--- config.mk ---
export PLATFORM = sky130hd
export DESIGN_NAME = nibble_fifo_flat
export DESIGN_NICKNAME = d
export VERILOG_FILES = /design/src/rtl/nibble_fifo_if.sv /design/src/rtl/nibble_fifo.sv /design/src/flat_wrapper.sv
export SDC_FILE = /design/constraint.sdc
export NUM_CORES = 1
export LEC_CHECK = 0
export ABC_CLOCK_PERIOD_IN_PS = 5600
export BUFFER_PORTS_ARGS = -buffer_cell sky130_fd_sc_hd__buf_4
export CORE_ASPECT_RATIO = 1.75
export CORE_UTILIZATION = 47
export DETAILED_ROUTE_END_ITERATION = 16
export PLACE_DENSITY = 0.77
export SKIP_CTS_REPAIR_TIMING = 1
export SYNTH_ARGS = -nofsm -noshare
export SYNTH_HDL_FRONTEND = slang
export SYNTH_SLANG_ARGS = --single-unit
--- constraint.sdc ---
create_clock -name clk -period 5.6 [get_ports clk]
set_input_delay 1.4 -clock clk [delete_from_list [all_inputs] [get_ports clk]]
set_output_delay 1.4 -clock clk [all_outputs]
set_load 0.02 [all_outputs]
--- src/rtl/nibble_fifo_if.sv ---
// rtl/nibble_fifo_if.sv - handshake bundle between nibble_fifo and its producer/consumer
interface nibble_fifo_if #(
    parameter int WIDTH = 4,
    parameter int DEPTH = 4
);
    logic                     flush;
    logic                     in_valid;
    logic [WIDTH-1:0]         in_data;
    logic                     in_ready;
    logic                     out_valid;
    logic [WIDTH-1:0]         out_data;
    logic                     out_ready;
    logic [$clog2(DEPTH):0]   count;
    logic                     ovf;

    modport master (
        output flush, in_valid, in_data, out_ready,
        input  in_ready, out_valid, out_data, count, ovf
    );

    modport slave (
        input  flush, in_valid, in_data, out_ready,
        output in_ready, out_valid, out_data, count, ovf
    );
endinterface

--- src/rtl/nibble_fifo.sv ---
// rtl/nibble_fifo.sv - first-word fall-through FIFO with sticky overflow flag and synchronous flush
module nibble_fifo #(
    parameter int WIDTH = 4,
    parameter int DEPTH = 4
) (
    input  logic         clk,
    input  logic         reset_n,
    nibble_fifo_if.slave bus
);
    localparam int AW = $clog2(DEPTH);
    localparam int CW = AW + 1;
    localparam logic [CW-1:0] FULL = CW'(DEPTH);

    logic [WIDTH-1:0] mem [DEPTH];
    logic [AW-1:0]    wr_ptr;
    logic [AW-1:0]    rd_ptr;
    logic [CW-1:0]    cnt;
    logic             ovf_q;
    logic             push;
    logic             pop;
    logic             ready;
    logic             valid;

    // Flow control decodes from the registered count only, so out_ready never reaches in_ready.
    assign ready = (cnt != FULL);
    assign valid = (cnt != '0);
    assign push  = bus.in_valid && ready;
    assign pop   = valid && bus.out_ready;

    assign bus.in_ready  = ready;
    assign bus.out_valid = valid;
    assign bus.out_data  = mem[rd_ptr];
    assign bus.count     = cnt;
    assign bus.ovf       = ovf_q;

    always_ff @(posedge clk) begin
        if (push && !bus.flush) begin
            mem[wr_ptr] <= bus.in_data;
        end
    end

    always_ff @(posedge clk or negedge reset_n) begin
        if (!reset_n) begin
            wr_ptr <= '0;
            rd_ptr <= '0;
            cnt    <= '0;
        end else if (bus.flush) begin
            wr_ptr <= '0;
            rd_ptr <= '0;
            cnt    <= '0;
        end else begin
            if (push) begin
                wr_ptr <= wr_ptr + 1'b1;
            end
            if (pop) begin
                rd_ptr <= rd_ptr + 1'b1;
            end
            case ({push, pop})
                2'b10:   cnt <= cnt + 1'b1;
                2'b01:   cnt <= cnt - 1'b1;
                default: cnt <= cnt;
            endcase
        end
    end

    // A flush cycle neither sets nor clears the overflow record.
    always_ff @(posedge clk or negedge reset_n) begin
        if (!reset_n) begin
            ovf_q <= 1'b0;
        end else if (!bus.flush && bus.in_valid && !ready) begin
            ovf_q <= 1'b1;
        end
    end
endmodule

--- src/flat_wrapper.sv ---
// flat-port wrapper written by rule: the top's interface ports become plain ports
module nibble_fifo_flat 
#(
    parameter int WIDTH = 4,
    parameter int DEPTH = 4
)
  (clk, reset_n, bus_flush, bus_in_valid, bus_in_data, bus_out_ready, bus_in_ready, bus_out_valid, bus_out_data, bus_count, bus_ovf);
  nibble_fifo_if #(.WIDTH(WIDTH), .DEPTH(DEPTH)) bus_i ();
  input  logic clk;
  input  logic reset_n;
  input wire logic [$bits(bus_i.flush)-1:0] bus_flush;
  input wire logic [$bits(bus_i.in_valid)-1:0] bus_in_valid;
  input wire logic [$bits(bus_i.in_data)-1:0] bus_in_data;
  input wire logic [$bits(bus_i.out_ready)-1:0] bus_out_ready;
  output wire logic [$bits(bus_i.in_ready)-1:0] bus_in_ready;
  output wire logic [$bits(bus_i.out_valid)-1:0] bus_out_valid;
  output wire logic [$bits(bus_i.out_data)-1:0] bus_out_data;
  output wire logic [$bits(bus_i.count)-1:0] bus_count;
  output wire logic [$bits(bus_i.ovf)-1:0] bus_ovf;
  assign bus_i.flush = bus_flush;
  assign bus_i.in_valid = bus_in_valid;
  assign bus_i.in_data = bus_in_data;
  assign bus_i.out_ready = bus_out_ready;
  assign bus_in_ready = bus_i.in_ready;
  assign bus_out_valid = bus_i.out_valid;
  assign bus_out_data = bus_i.out_data;
  assign bus_count = bus_i.count;
  assign bus_ovf = bus_i.ovf;
  nibble_fifo #(.WIDTH(WIDTH), .DEPTH(DEPTH)) u_core (.clk(clk), .reset_n(reset_n), .bus(bus_i));
endmodule
### Word level (Yosys, flattened, before mapping)

Memories as Yosys holds them, arrays and structs flattened.
Cells that the tools add are included.
Widths: inputs -> output; s select.

| operators by class | value |
|---|---|
| reductions and logical operators | 11 |
| eq/ne operators | 3 |
| muxes and demuxes | 8 |
| add/subtract/negate cells | 4 |

Operator list:

| kind | number |
|---|---|
| $mux 2 | 4 |
| $pmux 3 s2 | 1 |
| $reduce_bool 3->1 | 2 |
| $logic_and 1x1->1 | 5 |
| $add 2x1->2 const B | 2 |
| $reduce_bool 2->1 | 2 |
| $add 3x1->3 const B | 1 |
| $mux 3 | 1 |
| $ne 3x3->1 const B | 1 |
| $sub 3x1->3 const B | 1 |
| $eq 2x1->1 const B | 1 |
| $eq 2x2->1 const B | 1 |
| $logic_not 1->1 | 2 |
| $mux 1 | 2 |

| word-level totals | value |
|---|---|
| input bits | 9 |
| memories | 1 |
| bits in registers | 8 |
| bits in writable memories | 16 |
| output and inout port bits | 10 |

Memory list:

| name | depth | width | read ports | clocked after memory_dff | wr ports | line | text |
|---|---|---|---|---|---|---|---|
| u_core.mem | 4 | 4 | 1 | 0 | 1 | nibble_fifo.sv:14 | `logic [WIDTH-1:0] mem [DEPTH];` |

### Depth between registers and ports, before layout

Gate-level depths: netlist (run 1).

| depth | value |
|---|---|
| depth in word-level cells | 5 |
| depth in mapped cells | 9 |

### Least setup slack after synthesis (run 1)

No wires, ideal clock.

| timing | value |
|---|---|
| kind | in2reg |
| start | input port bus_in_valid |
| end | register u_core.cnt[1], in the netlist u_core.bus.count[1] |
| arrival | 2684 ps |
| data required time | 5475 ps |
| cell stages on the path | 6 |
| library setup time | 125 ps |
| buffers on the path | 2 |
| slack | 2791 ps |
| cells stage by stage | clkbuf_2 > buf_6 > a21oi_1 > fa_1 > o22ai_1 > a2111oi_0 |

| on the way | value |
|---|---|
| word-level cells in the longest chain between the ends | 4 |

RTL lines:

| element | line | text |
|---|---|---|
| from (decl) | flat_wrapper.sv:12 | `input wire logic [$bits(bus_i.in_valid)-1:0] bus_in_valid;` |
| $logic_and 1x1->1 * | nibble_fifo.sv:27 | `assign push = bus.in_valid && ready;` |
| $eq 2x1->1 / $eq 2x2->1 (equally long branches) | nibble_fifo.sv:58 | `case ({push, pop})` |
| $pmux 3 s2 | nibble_fifo.sv:58 |  |
| $mux 3 | nibble_fifo.sv:47 | `end else if (bus.flush) begin` |
| to (signal assigned) | nibble_fifo.sv:59 | `2'b10: cnt <= cnt + 1'b1;` |
| to (signal assigned) | nibble_fifo.sv:60 | `2'b01: cnt <= cnt - 1'b1;` |
| to (signal assigned) | nibble_fifo.sv:61 | `default: cnt <= cnt;` |
| to (decl) | nibble_fifo.sv:17 | `logic [CW-1:0] cnt;` |

Every way passes the cells marked *; elsewhere a longest branch is shown, timed or not.
A chain may end at the register's enable or synchronous reset.

### Worst setup path in the final report (run 1)

| timing | value |
|---|---|
| start | register u_core.rd_ptr[0] |
| end | output port bus_out_data[1] |

| on the way | value |
|---|---|
| word-level cells in the longest chain between the ends | 1 |

RTL lines:

| element | line | text |
|---|---|---|
| from (decl) | nibble_fifo.sv:16 | `logic [AW-1:0] rd_ptr;` |
| from (signal assigned) | nibble_fifo.sv:56 | `rd_ptr <= rd_ptr + 1'b1;` |
| $mem_v2 4x4 | -- |  |
| to (decl) | flat_wrapper.sv:17 | `output wire logic [$bits(bus_i.out_data)-1:0] bus_out_data;` |

Every way passes these cells.

==> key figures, run 1 <==
Worst setup path
  • CP required: approximately 4.2 ns
  • CP endpoint kind: output port
  • Crit Path Max Fanout: 6
  • Worst stage delay on the critical path: ~0.56 ns
  • Critical path launch point: u_core.rd_ptr[0]
  • CP cell instances: mux4_2, buf_4
  • Slowest cell on crit path: dfrtp_1
  • Arrival time of the worst setup path: ~1.5 ns
  • CP Class: reg -> out
  • CP delay by family, top: flip-flops
  • Critical path buffers and inverters: 1
  • RR Startpoint: u_core.bus.count[0]
  • Reg2reg setup slack: about 3.1 ns
  • Worst setup SP type: register

STA
  • Max frequency: approximately 340 MHz
  • Final slew viol count: 0
  • Setup TNS: 0 ns
  • Post-layout minimum cycle time: between 2 and 3 ns
  • RSZ-0062 raised after global routing: no
  • Final WS setup: 2.67 ns
  • Fin crit share: 0.523
  • Final hold violations: 0
  • Worst Max-Slew Pin Slew: 0.479 ns
  • Slew headroom: 0.672
  • Number of setup violations in the final report: 0
  • Clock Skews: between 0.004 and 0.005 ns

Die
  • Initial Util: 0.508
  • Die Wd: about 40 um
  • Ports: 19
  • Die height: slightly below 70 um
  • Die ar.: 2760 um^2
  • Row count: 23
  • Core area: 2360 um^2

Logic synthesis
  • #FFs+latches synth: 24
  • Unique masters post-synth: 34
  • Mapped Nets: ~110
  • Post-synth ARST share: 0.333
  • Syn Area/Cell: ~13 um^2
  • Ys flop type: edfxtp_1
  • Mapped Area: roughly 1200 um^2
  • Yosys warns: 0
  • Number of synthesized flops with an enable pin: 16
  • Instance count of the mapped netlist: between 90 and 100
  • Sequential share of the synthesized area: 0.568

Pwr
  • Pwr Density: about 350 nW/um^2
  • Comb pwr share: 0.242
  • Sequential power share: 0.458
  • Worst vdd ir: 256 uV
  • Pint: ~360 uW
  • Switch Pwr: 132 uW
  • Lkg Pwr: 0.000554 uW
  • Switch share: 0.270
  • Clock power share: 0.301

Layout
  • Final Util: 0.591
  • Layout cells sized above 1: 0.280
  • Nets: around 120
  • Non-Filler Instances: about 130
  • # diodes: 0
  • Area delta synth->final: 16.4%

Run status
  • Status: finished, final reports clean

Place
  • IO buf count: 18
  • Routability cong.: 0.732
  • Post-DP HPWL: roughly 1500 um
  • Placed Cells: between 100 and 150
  • Post-Place Setup Slack: approximately 2.6 ns

Routing
  • Final WL: approximately 2000 um
  • Residual DRC: 0
  • Iteration count of the initial detailed-routing pass: 4
  • Via/cell ratio: ~5.7
  • Via count: 750
  • Avg WL per Cell: roughly 15 um
  • Initial drt markers: 21
  • Post-route ant nets: 0

Clocking
  • Clock Latency Late Sink: between 0.2 and 0.3 ns
  • Clk slew on worst S/H paths: about 0.08 ns
  • H-tree levels: 1
  • CTS buffer count: 3
  • CTS Sinks: 24
  • Bufs on Longest Clock Path: 2
  • Root Buffer: clkbuf_8
  • CTS tree: done

Global routing
  • First-pass GRT wire length: approximately 3400 um
  • Gr ovfl total: 0
  • Largest net degree at the start of global routing: 17
  • Vias in the first global route: 790
  • Tot GR Track Use: 0.182
  • Initial antenna violation count: 0

Min path
  • Min-delay src: u_core.bus.ovf
  • Class of the worst hold path: reg -> reg

Run
  • Max cap viols: 0
[path summary, 6_finish.rpt]
path / endpoint / cells after the start
min in group asynchronous: u_core.wr_ptr[0] / 1
setup / recovery: bus_out_data[1] / 2
hold / removal: u_core.bus.ovf / 1
hold reg to reg: u_core.bus.ovf / 1
max in group asynchronous: u_core.bus.count[2] / 1
setup reg to reg: u_core.bus.count[1] / 6
[Yosys cell counts (3+ instances only)]
library cell | number | area share
nand3_1 | 5 | 0.021
inv_1 | 3 | 0.0094
a21oi_1 | 5 | 0.021
ha_1 | 4 | 0.042
o21ai_0 | 3 | 0.013
xor2_1 | 3 | 0.022
and2_1 | 4 | 0.021
edfxtp_1 | 16 | 0.40
nor2_1 | 5 | 0.016
nand2_1 | 5 | 0.016
mux4_2 | 4 | 0.075
dfrtp_1 | 8 | 0.17
[kinds of logic after synthesis]
kind of cell / share of synthesized area
xor+xnor: 0.0292
fa+ha+maj: 0.0585
flops: 0.568
compound gates: 0.0846
mux: 0.0752
buf+inv: 0.0438
simple gates: 0.141
[metrics by stage]
| step | hold slack [ns] | instance area (um^2) | total power, uW |
|---|---|---|---|
| 2_1_floorplan | 0.536 | 1200 | 306 |
| 3_3_place_gp | 0.468 | 1320 | 342 |
| 3_5_place_dp | 0.473 | 1320 | 347 |
| 4_1_cts | 0.495 | 1400 | 494 |
| 5_1_grt | 0.516 | 1400 | 516 |
| 6_report | 0.496 | 1400 | 490 |
[registers in the layout (all words and copies together) (netlist names)]
name	count
u_core.bus.count	3
u_core.rd_ptr	2
u_core.mem	16
u_core.wr_ptr	2
u_core.bus.ovf	1
[layout make-up]
type                            instances  area (um^2)
Timing Repair Buffer                   18          135
Inverter                                3         11.3
Multi-Input combinational cell         58          465
Clock inverter                          1         30.0
Clock buffer                            3         41.3
Sequential cell                        24          681
Fill cell                             198          965
Tap cell                               25         31.3
[routing by layer]
metal | up-vias | GRT usage | routed length [um]
met4 | 0 | 0.0500 | 16
met5 | - | 0 | 0
met3 | 2 | 0.0288 | 64
li1 | 358 | - | -
met1 | 372 | 0.196 | 753
met2 | 18 | 0.343 | 1210
[layout by cell type, fill, tap and decap left out, types with 2 or more instances in the layout]
cell type	synthesis	final
a21oi_1	5	5
mux4_2	4	4
buf_4	0	18
xor2_1	3	3
o21ai_0	3	3
dfrtp_1	8	8
nand3_1	5	5
nor2_1	5	5
nand2b_1	2	2
a2111oi_0	2	2
ha_1	4	4
clkbuf_8	0	3
and2_1	4	4
edfxtp_1	16	16
nand2_1	5	5
inv_1	3	3
[power by group through the flow]
stage | Sequential [uW] | Clock [uW] | Combinational, uW
2_1_floorplan | 227 | 0 | 79.6
3_3_place_gp | 227 | 0 | 115
3_5_place_dp | 228 | 0 | 119
4_1_cts | 224 | 149 | 120
5_1_grt | 227 | 157 | 132
6_report | 224 | 147 | 118
Power figures use the tool's default switching activity.
==> inputs of run 2 (changes only) <==
--- a/config.mk
+++ b/config.mk
@@ -5,12 +5,12 @@
 export SDC_FILE = /design/constraint.sdc
 export NUM_CORES = 1
 export LEC_CHECK = 0
-export ABC_CLOCK_PERIOD_IN_PS = 5600
+export ABC_CLOCK_PERIOD_IN_PS = 2600
 export BUFFER_PORTS_ARGS = -buffer_cell sky130_fd_sc_hd__buf_4
 export CORE_ASPECT_RATIO = 1.75
 export CORE_UTILIZATION = 47
 export DETAILED_ROUTE_END_ITERATION = 16
-export PLACE_DENSITY = 0.77
+export PLACE_DENSITY = 0.8
 export SKIP_CTS_REPAIR_TIMING = 1
 export SYNTH_ARGS = -nofsm -noshare
 export SYNTH_HDL_FRONTEND = slang
==> constraint.sdc (replaced) <==
create_clock -name clk -period 2.6 [get_ports clk]
set_input_delay 0.65 -clock clk [delete_from_list [all_inputs] [get_ports clk]]
set_output_delay 0.65 -clock clk [all_outputs]
set_load 0.02 [all_outputs]
==> run 2 against run 1 <==
  * Largest power group unchanged
  * Largest cell class unchanged
  * Register-to-register slack worse by 2.8 ns
  * First-iteration DRC count down 38%
  * Core utilization down 0.80 points
  * Sequential cell count unchanged
  * Design area down 1.3%
  * Worst hold slack worse by 0.30 ns
  * Die area unchanged
  * Power up 95%
  * Global-route usage down 1.1 points
  * Critical path depth up 4
  * Non-clock buffer count up 1
==> key figures, run 2 (same netlist as run 1, synthesis figures left out) <==
Run status
  • Status: finished, final reports clean

Global routing
  • Tot GR Track Use: 0.171 (-0.0107)
  • Largest net degree at the start of global routing: 17 (unchanged)
  • Initial antenna violation count: 0 (unchanged)
  • Vias in the first global route: 744 (-5.8%)
  • First-pass GRT wire length: 3190 um (-5.5%)
  • GRT met2 Usage: 0.306 (-0.0363)
  • Most Crowded Layer GR: met2
  • M3 GR Usage: 0.0288 (unchanged)
  • Gr ovfl total: 0 (unchanged)
  • Met1 Use GR: 0.182 (-0.0145)

Worst setup path
  • CP delay by family, top: simple AND/OR/NAND/NOR gates
  • Reg2Reg Depth: 6 (unchanged)
  • CP cell instances: or3_2, nand2_1, a21oi_1, fa_1, o22ai_1, a2111oi_0
  • Worst stage delay on the critical path: 0.53 ns (-0.03 ns)
  • Critical path depth in cells: 6 (+4)
  • Crit Path Max Fanout: 9 (+3)
  • Critical path launch point: u_core.bus.count[2]
  • Slowest cell on crit path: or3_2
  • CP endpoint kind: register
  • Worst setup SP type: register
  • Arrival time of the worst setup path: 2.42 ns (+0.89 ns)
  • CP required: 2.73 ns (-1.47 ns)
  • Reg2Reg Capture Point: u_core.bus.count[1]
  • End of the critical path: u_core.bus.count[1]
  • Critical path buffers and inverters: 0 (-1)
  • RR Startpoint: u_core.bus.count[2]
  • Reg2reg setup slack: 0.31 ns (-2.82 ns)
  • CP Class: reg -> reg

Place
  • Routability cong.: 0.775 (+5.9%)
  • Post-DP HPWL: 1490 um (-3.4%)
  • Placed Cells: 129 (+0.78%)
  • IO buf count: 18 (unchanged)
  • Placed Area: 1330 um^2 (+0.57%)

Clocking
  • CTS tree: done
  • Root Buffer: clkbuf_8
  • Clock Latency Late Sink: 0.26 ns (about the same)
  • H-tree levels: 1 (unchanged)
  • CTS buffer count: 3 (unchanged)
  • Bufs on Longest Clock Path: 2 (unchanged)
  • CTS Sinks: 24 (unchanged)
  • Clk slew on worst S/H paths: 0.08 ns (about the same)

Pwr
  • Worst vdd ir: 489 uV (+91%)
  • Pwr Density: 693 nW/um^2 (+97%)
  • Lkg Pwr: 0.000546 uW (-1.3%)

Layout
  • Max reg flops: 16 (unchanged)
  • Layout cells sized above 1: 0.278 (-0.00260)
  • Biggest register: u_core.mem
  • Final Util: 0.583 (-0.00795)
  • Area delta synth->final: 14.8%
  • # diodes: 0 (unchanged)
  • Design Area, Final: 1380 um^2 (-1.3%)
  • Non-Filler Instances: 133 (+0.76%)
  • Nets: 123 (+0.82%)
  • Commonest non-fill, non-tap cell in the layout: buf_4
  • Most frequent cells in the layout: 19 x buf_4, 16 x edfxtp_1, 8 x dfrtp_1

Die
  • Core area: 2360 um^2 (unchanged)
  • Die ar.: 2760 um^2 (unchanged)
  • Initial Util: 0.508 (unchanged)
  • Row count: 23 (unchanged)
  • Die Wd: 40.2 um (unchanged)
  • Die height: 68.8 um (unchanged)
  • Ports: 19 (unchanged)

Routing
  • Iteration count of the initial detailed-routing pass: 4 (unchanged)
  • Final WL: 1900 um (-7.0%)
  • Via/cell ratio: 5.47 (-3.7%)
  • Initial drt markers: 13 (-38%)
  • Post-route ant nets: 0 (unchanged)
  • Via count: 728 (-2.9%)
  • Residual DRC: 0 (unchanged)
  • Avg WL per Cell: 14.3 um (-7.7%)

Min path
  • Class of the worst hold path: in -> async

STA
  • Final slew viol count: 0 (unchanged)
  • Number of setup violations in the final report: 0 (unchanged)
  • RSZ-0062 raised after global routing: no
  • Worst Max-Slew Pin Slew: 0.345 ns (-0.134 ns)
  • Setup TNS: 0 ns (unchanged)
  • Hold slack final: 0.195 ns (-0.302 ns)
  • Slew headroom: 0.764 (+0.0919)
  • Post-layout minimum cycle time: 2.29 ns
  • Fin crit share: 0.880
  • Clock Skews: 0.00127 ns (-0.00368 ns)
  • Max frequency: 437 MHz
  • Final hold violations: 0 (unchanged)

Run
  • Max cap viols: 0 (unchanged)
## run 2: worst min path at each step
stage	from	to	slack [ns]	cells past startpoint
floorplan	reset_n	u_core.bus.count[0]	0.35	0
global placement	reset_n	u_core.bus.count[2]	0.48	1
detailed placement	reset_n	u_core.bus.count[2]	0.48	1
CTS	reset_n	u_core.bus.count[0]	0.20	1
global route	reset_n	u_core.bus.count[2]	0.19	1
finish	reset_n	u_core.bus.count[1]	0.19	1
## run 2: routing by layer
| metal | vias to the layer above | share of wire |
|---|---|---|
| met2 | 21 | 0.56 |
| met3 | 4 | 0.036 |
| met5 | - | 0 |
| met4 | 0 | 0.012 |
| li1 | 365 | - |
| met1 | 338 | 0.39 |
## run 2: area by class of cell
class	count	area (um^2)
Clock buffer	3	41.3
Clock inverter	1	3.75
Fill cell	210	983
Inverter	3	11.3
Multi-Input combinational cell	58	465
Sequential cell	24	681
Tap cell	25	31.3
Timing Repair Buffer	19	143
## run 2: power by group
part	switching, uW	internal (uW)	leakage, uW	total [uW]
Sequential	34.1	440	0.000251	475
Clock	108	105	0.0000231	213
Combinational	138	128	0.000273	266
## run 2: worst register-to-register path: stages, from the launching register on
cell	delay, ns
dfrtp_1	0.47
or3_2	0.53
nand2_1	0.12
a21oi_1	0.06
fa_1	0.51
o22ai_1	0.08
a2111oi_0	0.39
## run 2: through the flow
stage	total power [uW]	worst slack (ns)
final	954	0.312
after floorplan	659	0.226
after global routing	1010	0.122
after global placement	741	0.392
after CTS	962	0.289
after detailed placement	752	0.309
